<file path="src/rtl/lcd_display_scheduler_pkg.sv">
// Shared types and constants for the LCD display scheduler: opcode values,
// the packed CPU event entry and the scheduler state encoding.
package lcd_display_scheduler_pkg;

    localparam int ENTRY_W = 23;

    localparam logic [2:0] OP_LOAD  = 3'b000;
    localparam logic [2:0] OP_ADD   = 3'b001;
    localparam logic [2:0] OP_SUB   = 3'b010;
    localparam logic [2:0] OP_MUL   = 3'b011;
    localparam logic [2:0] OP_AND   = 3'b100;
    localparam logic [2:0] OP_OR    = 3'b101;
    localparam logic [2:0] OP_CLEAR = 3'b110;
    localparam logic [2:0] OP_DPL   = 3'b111;

    typedef enum logic [2:0] {
        ST_IDLE      = 3'd0,
        ST_ISSUE     = 3'd1,
        ST_WAIT_ACK  = 3'd2,
        ST_WAIT_DONE = 3'd3,
        ST_HOLD      = 3'd4
    } state_t;

    // One queued CPU display event, packed {opcode, reg, value}
    typedef struct packed {
        logic [2:0]  opcode;
        logic [3:0]  reg_idx;
        logic [15:0] value;
    } entry_t;

    function automatic entry_t make_entry(input logic [2:0]  opcode,
                                          input logic [3:0]  reg_idx,
                                          input logic [15:0] value);
        entry_t e;
        e.opcode  = opcode;
        e.reg_idx = reg_idx;
        e.value   = value;
        return e;
    endfunction

endpackage

</file>
<file path="src/rtl/lcd_display_scheduler_req_fifo.sv">
// CPU event queue: synchronous FIFO with show-ahead read data, full/empty
// flags and pointers that wrap modulo DEPTH (DEPTH is a power of two).
module lcd_display_scheduler_req_fifo
    import lcd_display_scheduler_pkg::*;
#(
    parameter int DEPTH = 4
)(
    input  logic               clk,
    input  logic               rst_n,
    input  logic               i_push,
    input  logic [ENTRY_W-1:0] i_push_data,
    input  logic               i_pop,
    output logic [ENTRY_W-1:0] o_pop_data,
    output logic               o_full,
    output logic               o_empty
);

    localparam int            AW         = $clog2(DEPTH);
    localparam logic [AW:0]   FULL_COUNT = (AW + 1)'(DEPTH);
    localparam logic [AW:0]   CNT_ONE    = 1;
    localparam logic [AW-1:0] PTR_ONE    = 1;

    logic [ENTRY_W-1:0] r_mem [DEPTH];
    logic [AW-1:0]      r_wr_ptr;
    logic [AW-1:0]      r_rd_ptr;
    logic [AW:0]        r_count;
    logic               w_push_ok;
    logic               w_pop_ok;

    assign o_full     = (r_count == FULL_COUNT);
    assign o_empty    = (r_count == '0);
    assign w_push_ok  = i_push & ~o_full;
    assign w_pop_ok   = i_pop & ~o_empty;
    assign o_pop_data = r_mem[r_rd_ptr];

    // Pointer and occupancy bookkeeping
    always_ff @(posedge clk) begin
        // NOTE: sequential state uses <= so every flop samples pre-edge values.
        if (!rst_n) begin
            r_wr_ptr <= '0;
            r_rd_ptr <= '0;
            r_count  <= '0;
        end else begin
            if (w_push_ok) r_wr_ptr <= r_wr_ptr + PTR_ONE;
            if (w_pop_ok)  r_rd_ptr <= r_rd_ptr + PTR_ONE;
            case ({w_push_ok, w_pop_ok})
                2'b10:   r_count <= r_count + CNT_ONE;
                2'b01:   r_count <= r_count - CNT_ONE;
                default: r_count <= r_count;
            endcase
        end
    end

    // Storage array, written only on an accepted push
    always_ff @(posedge clk) begin
        // NOTE: storage is not reset; the reset pointers/count make stale words unreachable.
        if (w_push_ok) r_mem[r_wr_ptr] <= i_push_data;
    end

endmodule

</file>
<file path="src/rtl/lcd_display_scheduler.sv">
// Front-end sequencer for the LCD controller: queues CPU display events,
// gives blank/splash system requests priority, issues one update request at a
// time and keeps each message on screen for a minimum hold time.
module lcd_display_scheduler
    import lcd_display_scheduler_pkg::*;
#(
    parameter int FIFO_DEPTH  = 4,
    parameter int HOLD_CYCLES = 25000,
    parameter int ACK_TIMEOUT = 1023
)(
    input  logic        clk,
    input  logic        rst_n,
    input  logic        cpu_valid,
    output logic        cpu_ready,
    input  logic [2:0]  cpu_opcode,
    input  logic [3:0]  cpu_reg_idx,
    input  logic [15:0] cpu_value,
    input  logic        sys_splash_req,
    input  logic        sys_blank_req,
    input  logic        lcd_busy,
    output logic        lcd_update_req,
    output logic        lcd_show_splash,
    output logic        lcd_force_blank,
    output logic [2:0]  lcd_opcode,
    output logic [3:0]  lcd_reg_idx,
    output logic [15:0] lcd_value,
    output logic        overflow,
    output logic        timeout_err
);

    localparam int               CNT_MAX   = (HOLD_CYCLES > ACK_TIMEOUT) ? HOLD_CYCLES : ACK_TIMEOUT;
    localparam int               CNT_W     = $clog2(CNT_MAX + 2);
    localparam logic [CNT_W-1:0] HOLD_LOAD = CNT_W'(HOLD_CYCLES);
    localparam logic [CNT_W-1:0] ACK_LAST  = CNT_W'(ACK_TIMEOUT - 1);
    localparam logic [CNT_W-1:0] CNT_ONE   = 1;

    state_t           r_state;
    state_t           w_state_nxt;
    logic [CNT_W-1:0] r_cnt;
    logic [CNT_W-1:0] w_cnt_nxt;

    logic        r_splash_pend;
    logic        r_blank_pend;
    logic        r_ready_en;
    logic        r_overflow;
    logic        r_timeout;
    logic        r_show_splash;
    logic        r_force_blank;
    logic [2:0]  r_opcode;
    logic [3:0]  r_reg_idx;
    logic [15:0] r_value;

    logic        w_take_blank;
    logic        w_take_splash;
    logic        w_pop;
    logic        w_load;
    logic        w_set_timeout;
    logic        w_push;
    logic        w_fifo_full;
    logic        w_fifo_empty;
    entry_t      w_fifo_head;
    entry_t      w_load_entry;

    // cpu_ready stays low for the cycle following reset, then tracks !full
    assign cpu_ready      = r_ready_en & ~w_fifo_full;
    assign w_push         = cpu_valid & cpu_ready;
    assign w_load_entry   = w_pop ? w_fifo_head : '0;
    assign lcd_update_req = (r_state == ST_ISSUE);

    assign lcd_show_splash = r_show_splash;
    assign lcd_force_blank = r_force_blank;
    assign lcd_opcode      = r_opcode;
    assign lcd_reg_idx     = r_reg_idx;
    assign lcd_value       = r_value;
    assign overflow        = r_overflow;
    assign timeout_err     = r_timeout;

    lcd_display_scheduler_req_fifo #(
        .DEPTH (FIFO_DEPTH)
    ) u_req_fifo (
        .clk         (clk),
        .rst_n       (rst_n),
        .i_push      (w_push),
        .i_push_data (make_entry(cpu_opcode, cpu_reg_idx, cpu_value)),
        .i_pop       (w_pop),
        .o_pop_data  (w_fifo_head),
        .o_full      (w_fifo_full),
        .o_empty     (w_fifo_empty)
    );

    // Next-state, counter and winner selection
    always_comb begin
        // NOTE: every variable gets a default first so no path infers a latch.
        w_state_nxt   = r_state;
        w_cnt_nxt     = r_cnt;
        w_take_blank  = 1'b0;
        w_take_splash = 1'b0;
        w_pop         = 1'b0;
        w_load        = 1'b0;
        w_set_timeout = 1'b0;
        unique case (r_state)
            ST_IDLE: begin
                if (!lcd_busy) begin
                    if (r_blank_pend)       w_take_blank  = 1'b1;
                    else if (r_splash_pend) w_take_splash = 1'b1;
                    else if (!w_fifo_empty) w_pop         = 1'b1;
                    w_load = w_take_blank | w_take_splash | w_pop;
                    if (w_load) w_state_nxt = ST_ISSUE;
                end
            end
            ST_ISSUE: begin
                w_cnt_nxt   = '0;
                w_state_nxt = ST_WAIT_ACK;
            end
            ST_WAIT_ACK: begin
                if (lcd_busy) begin
                    w_state_nxt = ST_WAIT_DONE;
                end else if (r_cnt == ACK_LAST) begin
                    w_set_timeout = 1'b1;
                    w_state_nxt   = ST_IDLE;
                end else begin
                    w_cnt_nxt = r_cnt + CNT_ONE;
                end
            end
            ST_WAIT_DONE: begin
                if (!lcd_busy) begin
                    if (HOLD_CYCLES == 0) begin
                        w_state_nxt = ST_IDLE;
                    end else begin
                        w_cnt_nxt   = HOLD_LOAD;
                        w_state_nxt = ST_HOLD;
                    end
                end
            end
            ST_HOLD: begin
                // A pending blank cuts the hold short
                if (r_blank_pend || r_cnt <= CNT_ONE) w_state_nxt = ST_IDLE;
                else                                  w_cnt_nxt   = r_cnt - CNT_ONE;
            end
            default: w_state_nxt = ST_IDLE;
        endcase
    end

    // State and shared counter registers
    always_ff @(posedge clk) begin
        if (!rst_n) begin
            r_state <= ST_IDLE;
            r_cnt   <= '0;
        end else begin
            r_state <= w_state_nxt;
            r_cnt   <= w_cnt_nxt;
        end
    end

    // Sticky system request flags; a pulse arriving as its flag is consumed stays pending
    always_ff @(posedge clk) begin
        if (!rst_n) begin
            r_blank_pend  <= 1'b0;
            r_splash_pend <= 1'b0;
        end else begin
            r_blank_pend  <= (r_blank_pend  & ~w_take_blank)  | sys_blank_req;
            r_splash_pend <= (r_splash_pend & ~w_take_splash) | sys_splash_req;
        end
    end

    // Controller-facing data, captured only when a request leaves IDLE
    always_ff @(posedge clk) begin
        if (!rst_n) begin
            r_show_splash <= 1'b0;
            r_force_blank <= 1'b0;
            r_opcode      <= '0;
            r_reg_idx     <= '0;
            r_value       <= '0;
        end else if (w_load) begin
            r_show_splash <= w_take_splash;
            r_force_blank <= w_take_blank;
            r_opcode      <= w_load_entry.opcode;
            r_reg_idx     <= w_load_entry.reg_idx;
            r_value       <= w_load_entry.value;
        end
    end

    // Sticky error flags and post-reset ready enable
    always_ff @(posedge clk) begin
        if (!rst_n) begin
            r_ready_en <= 1'b0;
            r_overflow <= 1'b0;
            r_timeout  <= 1'b0;
        end else begin
            r_ready_en <= 1'b1;
            r_overflow <= r_overflow | (cpu_valid & ~cpu_ready);
            r_timeout  <= r_timeout | w_set_timeout;
        end
    end

endmodule

</file>
<file path="config.mk">
export PLATFORM = sky130hd
export DESIGN_NAME = lcd_display_scheduler
export DESIGN_NICKNAME = d
export VERILOG_FILES = /design/src/rtl/lcd_display_scheduler_pkg.sv /design/src/rtl/lcd_display_scheduler_req_fifo.sv /design/src/rtl/lcd_display_scheduler.sv
export SDC_FILE = /design/constraint.sdc
export NUM_CORES = 1
export LEC_CHECK = 0
export ABC_CLOCK_PERIOD_IN_PS = 4900
export CORE_MARGIN = 3
export CORE_UTILIZATION = 54
export DETAILED_ROUTE_END_ITERATION = 7
export PLACE_DENSITY_LB_ADDON = 0.12
export SLEW_MARGIN = 0
export SYNTH_ARGS = -nofsm -noshare
export SYNTH_HDL_FRONTEND = slang
export SYNTH_SLANG_ARGS = --single-unit
</file>
<file path="constraint.sdc">
create_clock -name clk -period 4.9 [get_ports clk]
set_input_delay 0.735 -clock clk [delete_from_list [all_inputs] [get_ports clk]]
set_output_delay 0.735 -clock clk [all_outputs]
set_load 0.02 [all_outputs]
</file>
* Yosys cells after proc, flatten, opt, wreduce, memory -nomap -nowiden *
Memories as Yosys holds them, arrays and structs flattened. A register that Yosys moved wholly into a read port is not among the register bits.
Cells that the tools add are included.

operators by class
  bitwise operators = 18
  add/subtract/negate cells = 6
  $lt $le $gt $ge = 1
  eq/ne operators = 16
  mux-type cells = 42
  reductions and logical operators = 7

operator list
  cell                                                  count
  2-to-1 mux 15 bit                                     4
  one-hot mux 15 bit (4 select lines)                   1
  2-to-1 mux 1 bit                                      26
  2-to-1 mux 23 bit                                     1
  2-to-1 mux 3 bit                                      6
  adder 15 x 1 -> 15 bit, second input constant         1
  == test 15 x 10 -> 1 bit, second input constant       1
  <= comparator 15 x 1 -> 1 bit, second input constant  1
  one-hot mux 3 bit (5 select lines)                    1
  subtractor 15 x 1 -> 15 bit, second input constant    1
  inequality test 2 bit, second input constant          7
  AND reduction 5 bit                                   2
  AND 1 bit                                             7
  == test 3 x 2 -> 1 bit, second input constant         2
  == test 3 bit, second input constant                  2
  logical NOT 3 bit                                     2
  bitwise OR 1 bit                                      6
  one-hot mux 3 bit (2 select lines)                    1
  inverter 1 bit                                        5
  adder 2 x 1 -> 2 bit, second input constant           2
  2-to-1 mux 2 bit                                      2
  nonzero test 4 bit                                    1
  adder 3 x 1 -> 3 bit, second input constant           1
  == test 3 x 1 -> 1 bit, second input constant         1
  other kinds (6)                                       6

storage, ports and cells
  word-level logic and storage cells = 106
  output and inout bits = 29
  input port bits = 29
  bits in registers = 55
  memories = 1
  bits in writable memories = 92

memories
  name              words  bits a word  rd ports  clocked after memory_dff  write ports  RTL line                              RTL
  u_req_fifo.r_mem  4      23           1         1                         1            lcd_display_scheduler_req_fifo.sv:23  logic [ENTRY_W-1:0] r_mem [DEPTH];

* Depth between registers and ports, before layout *
  word-level depth = 11
  gate-level depth with buffers = 10
  mapped depth without buffers = 10

* Cells and area by module *
Synthesis repeated with hierarchy kept, for this count alone.

second synthesis, totals
  cells, all modules = 497
  area total of the unflattened synthesis = 6556.3 sq um

modules (own cells, without submodules)
  module                          cells each  area an instance (sq um)  times used
  lcd_display_scheduler_req_fifo  174         3836.2                    1
  lcd_display_scheduler           323         2720.1                    1

* Least setup slack after synthesis *
No wires, ideal clock.

  path kind = in2reg
  start = input lcd_busy
  end = register u_req_fifo.r_count[2]
  cell stages on the path = 10
  setup slack = 1720 ps
  arrival time = 3110 ps
  setup time = 71 ps
  path through = clkbuf_1 -> or4_4 -> nor4_4 -> buf_4 -> ha_1 -> inv_1 -> fa_1 -> xor2_1 -> or3_1 -> a21oi_1

between the ends
  cells in the longest elaborated chain, start to end = 5
  elaborated cells on any way between the ends = 7

ends and longest elaborated chain
  item                                                                             RTL line                              RTL
  start: declaration                                                               lcd_display_scheduler.sv:20           input logic lcd_busy,
  2-to-1 mux 1 bit (*)                                                             lcd_display_scheduler.sv:103          if (!lcd_busy) begin
  2-to-1 mux 1 bit (*)                                                             lcd_display_scheduler.sv:101          unique case (r_state)
  AND 1 bit (*)                                                                    lcd_display_scheduler_req_fifo.sv:33  assign w_pop_ok = i_pop & ~o_empty;
  net u_req_fifo.w_pop_ok                                                          lcd_display_scheduler_req_fifo.sv:28  logic w_pop_ok;
  == test 2 x 1 -> 1 bit / == test 2 bit (equally long branches)                   lcd_display_scheduler_req_fifo.sv:46  case ({w_push_ok, w_pop_ok})
  one-hot mux 3 bit (2 select lines) / nonzero test 2 bit (equally long branches)  -
  end signal: assignment                                                           lcd_display_scheduler_req_fifo.sv:47  2'b10: r_count <= r_count + CNT_ONE;
  end signal: assignment                                                           lcd_display_scheduler_req_fifo.sv:48  2'b01: r_count <= r_count - CNT_ONE;
  end signal: assignment                                                           lcd_display_scheduler_req_fifo.sv:49  default: r_count <= r_count;
  end: declaration                                                                 lcd_display_scheduler_req_fifo.sv:26  logic [AW:0] r_count;

Mark *: on every way through the listed nets, which the timed path passes. The rest lies on a longest branch.
A chain may end at the register's enable or synchronous reset.

* Final worst setup path *
  start = input lcd_busy
  end = register u_req_fifo.r_count[2]

between the ends
  cells in the longest elaborated chain, start to end = 5
  elaborated cells on any way between the ends = 7

ends and longest elaborated chain
  item                                                                             RTL line
  2-to-1 mux 1 bit (*)                                                             lcd_display_scheduler.sv:103
  2-to-1 mux 1 bit (*)                                                             lcd_display_scheduler.sv:101
  AND 1 bit (*)                                                                    lcd_display_scheduler_req_fifo.sv:33
  == test 2 x 1 -> 1 bit / == test 2 bit (equally long branches)                   lcd_display_scheduler_req_fifo.sv:46
  one-hot mux 3 bit (2 select lines) / nonzero test 2 bit (equally long branches)  -

Every way passes the cells marked *; elsewhere a longest branch is shown, timed or not.

==> run_results.csv <==
group,metric,value,unit
cts,ctsResizeCount,0,
floorplan,fp-row-count,39,
finish,final_core_util,0.661,
placement,dp_hpwl,8380,µm
critical_path,crit_type,"primary input to flip-flop",
finish,antenna_cells,0,
logic_synthesis,synth_top_cell_by_area,"edfxtp_1",
logic_synthesis,synthesis.area,6520,µm²
detailed_routing,vias_per_cell,6.22,
finish,nets,581,
detailed_routing,num_vias,4342,
critical_path,critPathMaxFanout,26,
placement,post-place-ws,1.22,ns
power,power.switching,707,µW
logic_synthesis,syn_avg_cell_area,13.2,µm²
global_routing,grt_pass1_vias,4336,
logic_synthesis,ys_types,68,
timing,min_period,3.28,ns
placement,place_area,7120,µm²
power,clockPowerShare,0.414,
timing,relSlewSlack,0.277,
timing,report.final.slew_viol_count,0,
power,p_int,2.19,mW
floorplan,dieArea,13400,µm²
floorplan,die_y,116,µm
floorplan,core_area,11600,µm²
critical_path,worst-path-buf-inv,3,
power,ir_drop,307,µV
detailed_routing,firstDrtPassIters,5,
logic_synthesis,synth_nets,534,
timing,fin_worst_skew,0.0173,ns
logic_synthesis,ys_ff_latch,149,
critical_path,ff2ff_setup_slack,1.93,ns
critical_path,rr_startpoint,"r_state[2]$_SDFFE_PN0P_",
detailed_routing,ant_nets,0,
timing,hold_slack,0.465,ns
detailed_routing,routedWlPerCell,20.0,µm
critical_path,required,5.25,ns
detailed_routing,drc,0,
logic_synthesis,synth_top_area_frac,0.424,
cts,insertion_delay,0.42,ns
power,seqPwrFrac,0.485,
hold_path,hold_class,"flip-flop to flip-flop",
cts,htreeDepth,4,
finish,seqCellArea,3910,µm²
floorplan,ioPinCount,58,
placement,placed_cells,666,
power,p_leak,2.54,nW
detailed_routing,wirelength,14000,µm
timing,fin_setup_tns,0,ns
cts,clockBufferDepth,2,
logic_synthesis,ys_warn_count,0,
detailed_routing,drt_iter0_drc,394,
global_routing,grt_max_degree,27,
status,status,"complete, no violations",
global_routing,grt_overflow,0,
hold_path,whs_path_depth,2,
job,maxCapViolCount,0,
critical_path,cp_cell_sequence,"clkdlybuf4s50_1, or4_4, nor4_4, buf_4, ha_1, inv_1, fa_1, xor2_1, or3_1, a21oi_1",
logic_synthesis,synth_edf_count,92,
logic_synthesis,yosys_most_used_dff,"edfxtp_1",
placement,portBuffers,57,
cts,cts_setup_buffers,0,
power,power,2.90,mW
logic_synthesis,synth_area_leaders,"edfxtp_1, dfxtp_1, mux4_2",
timing,rsz0062_at_grt,"no",
finish,multi_input_area,2340,µm²
critical_path,end_kind,"flip-flop",
power,netSwitchingFraction,0.244,
critical_path,startpoint_type,"primary input",
finish,drive_gt1_frac,0.142,
floorplan,die_w,116,µm
timing,hold_viol_final,0,
power,p_comb_frac,0.101,
cts,cts.clk_slew.worst_paths,0.06,ns
floorplan,start_util,0.561,
finish,syn_to_final_growth,17.7,%
logic_synthesis,async_reset_ff_frac,0,
critical_path,cpPeakStageDelay,0.53,ns
timing,setup_violations,0,
critical_path,worstPathArrival,3.63,ns
timing,fin_crit_sh,0.669,
cts,ctsHoldBuffers,0,
finish,design_area,7670,µm²
cts,clock-root-buffer,"clkbuf_16",
hold_path,hold_start,"lcd_force_blank$_SDFFE_PN0P_",
finish,instances_no_fill,698,
global_routing,track_usage,0.222,
cts,cts_num_sinks,149,
finish,fillers,842,
placement,gp_congestion,0.887,
critical_path,regToRegEndpoint,"u_req_fifo.r_count[2]$_SDFFE_PN0P_",
cts,cts_buffers,17,
timing,timing.final.ws_setup,1.62,ns
timing,worstMarginPinSlew,1.08,ns
global_routing,grt_pass1_wl,22700,µm
hold_path,min_to,"lcd_force_blank$_SDFFE_PN0P_",
timing,fmax,0.305,GHz
power,powerDensity,378,nW/µm²
critical_path,reg2reg_depth,9,
critical_path,cpMaxStageDelayCell,"clkdlybuf4s50_1",
global_routing,antenna_found_initial,0,
critical_path,cpLargestDelayFamily,"simple AND/OR/NAND/NOR gates",
logic_synthesis,synth_seq_area_share,0.599,
logic_synthesis,syn_inst,495,
cts,cts_tree,"done",
[metal layers]
layer  global-route usage  vias to the layer above  part of all wire
met4               0.0843                        0             0.011
met1                0.293                     2141              0.44
met2                0.357                      169              0.49
li1                     -                     2014                 -
met5                    0                        -                 0
met3               0.0554                       18             0.057
[power groups by stage]
stage / clock network [mW] / logic, mW / registers [mW]
floorplan: 0 / 0.207 / 1.42
global placement: 0 / 0.284 / 1.43
detailed placement: 0 / 0.289 / 1.43
CTS: 1.22 / 0.293 / 1.41
global route: 1.28 / 0.316 / 1.41
finish: 1.20 / 0.292 / 1.41
[final cells by class]
class | count | area share
Inverter | 16 | 0.00783
Multi-Input combinational cell | 292 | 0.305
Sequential cell | 149 | 0.509
Tap cell | 143 | 0.0233
Timing Repair Buffer | 66 | 0.0831
Clock buffer | 23 | 0.0624
Clock inverter | 9 | 0.00929
[sequential cells by signal (all words and copies together), names as in the netlist, named ones only]
register             count
lcd_force_blank          1
u_req_fifo.r_mem        92
u_req_fifo.r_rd_ptr      2
r_splash_pend            1
lcd_show_splash          1
lcd_value               16
u_req_fifo.r_count       3
r_state                  3
r_blank_pend             1
timeout_err              1
u_req_fifo.r_wr_ptr      2
r_cnt                   15
lcd_reg_idx              4
overflow                 1
lcd_opcode               3
r_ready_en               1
[cells in the mapped netlist, types with 5 or more instances]
cell type,count
edfxtp_1,92
dfxtp_1,57
nor2_1,50
a22oi_1,27
a21oi_1,24
nand2_1,24
mux4_2,23
inv_1,16
nand4_1,14
buf_2,11
clkbuf_1,10
nand3_1,10
ha_1,9
nor3_1,8
a221oi_1,6
buf_4,6
and3_1,5
nor4_1,5
o21ai_0,5
o32ai_1,5
xor2_1,5
[worst max-delay path by stage]
stage / from / endpoint / cells past startpoint
6_report: lcd_busy / u_req_fifo.r_count[2]$_SDFFE_PN0P_ / 10
3_3_place_gp: lcd_busy / u_req_fifo.r_count[2]$_SDFFE_PN0P_ / 10
3_5_place_dp: lcd_busy / u_req_fifo.r_count[2]$_SDFFE_PN0P_ / 10
2_1_floorplan: lcd_busy / u_req_fifo.r_count[2]$_SDFFE_PN0P_ / 10
5_1_grt: lcd_busy / u_req_fifo.r_count[2]$_SDFFE_PN0P_ / 10
4_1_cts: lcd_busy / u_req_fifo.r_count[2]$_SDFFE_PN0P_ / 10
[cell families (layout without fill, tap and decap cells)]
logic type,after synthesis,after routing,synth area share
flip-flops,149,149,0.599
AND/OR/NAND/NOR,148,148,0.129
AO/OA/AOI/OAI,102,102,0.118
buffers and inverters,54,114,0.0420
multiplexers,23,23,0.0794
adder cells (fa/ha/maj),10,10,0.0203
XOR/XNOR,9,9,0.0121
[tightest hold or removal path: cells and delay by family, from the launching register on]
family           cells  cell delay, ns
flip-flops           1            0.31
AND/OR/NAND/NOR      1            0.05
AO/OA/AOI/OAI        1            0.05
[cells in the final DEF, fill, tap and decap left out, types with 5 or more instances in the layout]
master,count
a21oi_1,24
a221oi_1,6
a22oi_1,27
and3_1,5
buf_4,9
clkbuf_16,18
clkdlybuf4s50_1,57
dfxtp_1,56
edfxtp_1,92
ha_1,9
inv_1,16
mux4_2,23
nand2_1,24
nand3_1,10
nand4_1,14
nor2_1,50
nor3_1,8
nor4_1,5
o21ai_0,5
o32ai_1,5
xor2_1,5
Note: power is estimated with default switching activity, not from simulation.
==> edit, RTL diff (same settings) <==
Put one more register stage on the output `overflow`, cleared by the reset. The value now appears one clock later. The other outputs are not delayed to match.
--- a/src/rtl/lcd_display_scheduler.sv
+++ b/src/rtl/lcd_display_scheduler.sv
@@ -72,7 +72,13 @@
     assign lcd_opcode      = r_opcode;
     assign lcd_reg_idx     = r_reg_idx;
     assign lcd_value       = r_value;
-    assign overflow        = r_overflow;
+    always_ff @(posedge clk) begin
+        if (!rst_n) begin
+            overflow <= '0;
+        end else begin
+            overflow <= r_overflow;
+        end
+    end
     assign timeout_err     = r_timeout;
 
     lcd_display_scheduler_req_fifo #(
Formal check against the unedited RTL: not equivalent (a bounded check fails within 4 cycles, from zero or initial values and one cycle with rst_n low).
==> edit against the unedited design <==
Count of clock-buffer cells in the layout is 2 higher; worst setup slack worse by 0.054 ns; area after synthesis is 0.46% higher; sequential share of layout area is 0.33 points lower; cell area is 1.2% higher; non-clock buffer count is 1 higher; sequential power hardly changed; fmax is 1.6% lower; sequential cell count is 1 higher; via count is 0.44% higher; global-route usage is 0.50 points higher; routed wire length is 1.5% higher; total power is 4.1% higher; largest cell class unchanged; largest power group unchanged; highest routed layer unchanged.
==> edit: results <==
metrics = {
    "synthesis": {
        "synth_enable_flop_cells": 92,
        "yosys.cell_types.count": 68,
        "synth-compound-area-share": 0.1177,
        "share_of_cell_area_taken_by_muxes_after_synthesis": 0.07908,
        "syn_nets": 537,
        "synth_commonest_cells": "92 x sky130_fd_sc_hd__edfxtp_1, 58 x sky130_fd_sc_hd__dfxtp_1, 50 x sky130_fd_sc_hd__nor2_1",
        "seq_area_frac_synth": 0.5990,
        "synth-adder-area-share": 0.02025,
        "synth-xor-area-share": 0.01203,
        "post_synth_main_area_contributors": "sky130_fd_sc_hd__edfxtp_1 42%, sky130_fd_sc_hd__dfxtp_1 18%, sky130_fd_sc_hd__mux4_2 7.9%",
    },
    "worst_setup_path": {
        "critical_path_arrival_ns": 3.67,
        "crit_fanout": 26,
        "crit_family": "simple AND/OR/NAND/NOR gates",
    },
    "timing": {
        "setup_clock_skew_after_layout_ns": 0.006510,
        "worst_pin_slew_ns": 1.075,
    },
    "placement": {
        "place_congestion": 0.9142,
        "place_hpwl_um": 8632,
    },
    "global_routing": {
        "first_global_vias": 4489,
        "grt_use_met3": 0.06062,
        "grt_pass1_wl_um": 23140,
        "gr_layer_usage_met1": 0.2944,
        "global_routing_met2_resource_utilization": 0.3667,
        "grt_util_all_layers": 0.2268,
    },
    "drt": {
        "first_pass_iters": 5,
        "initialDrtViolationCount": 421,
        "route.final.wire_length_um": 14160,
        "detail_route.vias_per_cell": 6.221,
    },
    "cells_and_area": {
        "post_route_cells_drive_above_1_share": 0.1452,
        "fillers": 862,
        "layout_net_count": 584,
    },
    "clock_tree": {
        "clk_root_buffer_cell": "sky130_fd_sc_hd__clkbuf_16",
        "post_cts_buffers": 0,
        "post_cts_sizing_count": 0,
    },
    "outcome": {
        "outcome": "completed",
    },
    "power_and_ir_drop": {
        "cellLeakagePower_nw": 2.583,
        "ir_worst_vdd_mv": 0.3194,
    },
    "hold_path": {
        "min_path_type": "reg2reg",
    },
}
-- edit: cell count changes after synthesis, sizes merged --
cell | unedited run | this run
dfxtp | 57 | 58
and2 | 3 | 4
buf | 24 | 25
-- edit: area by class of cell --
class	count	area [um2]	area share
flip-flops and latches	150	3925	0.5055
multi-input cells	293	2349	0.3024
repair buffers	67	645.6	0.08315
clock buffers	25	528.0	0.06800
well taps	143	178.9	0.02304
clock inverters	7	78.83	0.01015
inverters	16	60.06	0.007734
-- edit: tightest hold or removal path, delay by kind of cell (launching register included) --
kind	cells	cell delay (ns)
flops	1	0.31
compound gates	1	0.05
simple gates	1	0.05
-- edit: worst paths after layout --
kind                                 startpoint               endpoint  slack [ns]  cells after the start
worst min-delay path            lcd_force_blank        lcd_force_blank        0.46                      2
worst max register to register       r_state[1]  u_req_fifo.r_count[2]        1.89                      9
worst max-delay path                   lcd_busy  u_req_fifo.r_count[2]        1.57                     10
worst min register to register  lcd_force_blank        lcd_force_blank        0.46                      2
-- edit: where the power goes --
group	internal, mW	total (mW)	switching [mW]
sequential	1.38	1.41	0.0377
combinational	0.125	0.292	0.167
clock	0.807	1.31	0.504
-- edit: cells by family (layout without fill, tap and decap cells) --
kind of cell	after synthesis	count (layout)
xor gates and xnor gates	9	9
muxes	23	23
and+or+nand+nor	149	149
adders and majority gates	10	10
DFF	150	150
buffers and inverters	55	115
AOI/OAI and AO/OA	102	102
-- edit: metal layers --
layer / wire, um / vias up / share of wire
met5: 0 / - / 0
met4: 174 / 0 / 0.012
met3: 837 / 13 / 0.059
met2: 6999 / 139 / 0.49
met1: 6152 / 2184 / 0.43
li1: - / 2025 / -
-- edit: through the flow --
step / total power [mW] / instance area [um2] / setup WS, ns / instances / hold slack (ns)
floorplan: 1.637 / 6550 / 1.720 / 498 / 0.4305
global placement: 1.723 / 7158 / 1.245 / 669 / 0.4460
detailed placement: 1.729 / 7158 / 1.215 / 669 / 0.4486
CTS: 3.037 / 7765 / 1.597 / 701 / 0.4576
global route: 3.123 / 7765 / 1.461 / 701 / 0.4866
finish: 3.017 / 7765 / 1.569 / 701 / 0.4550
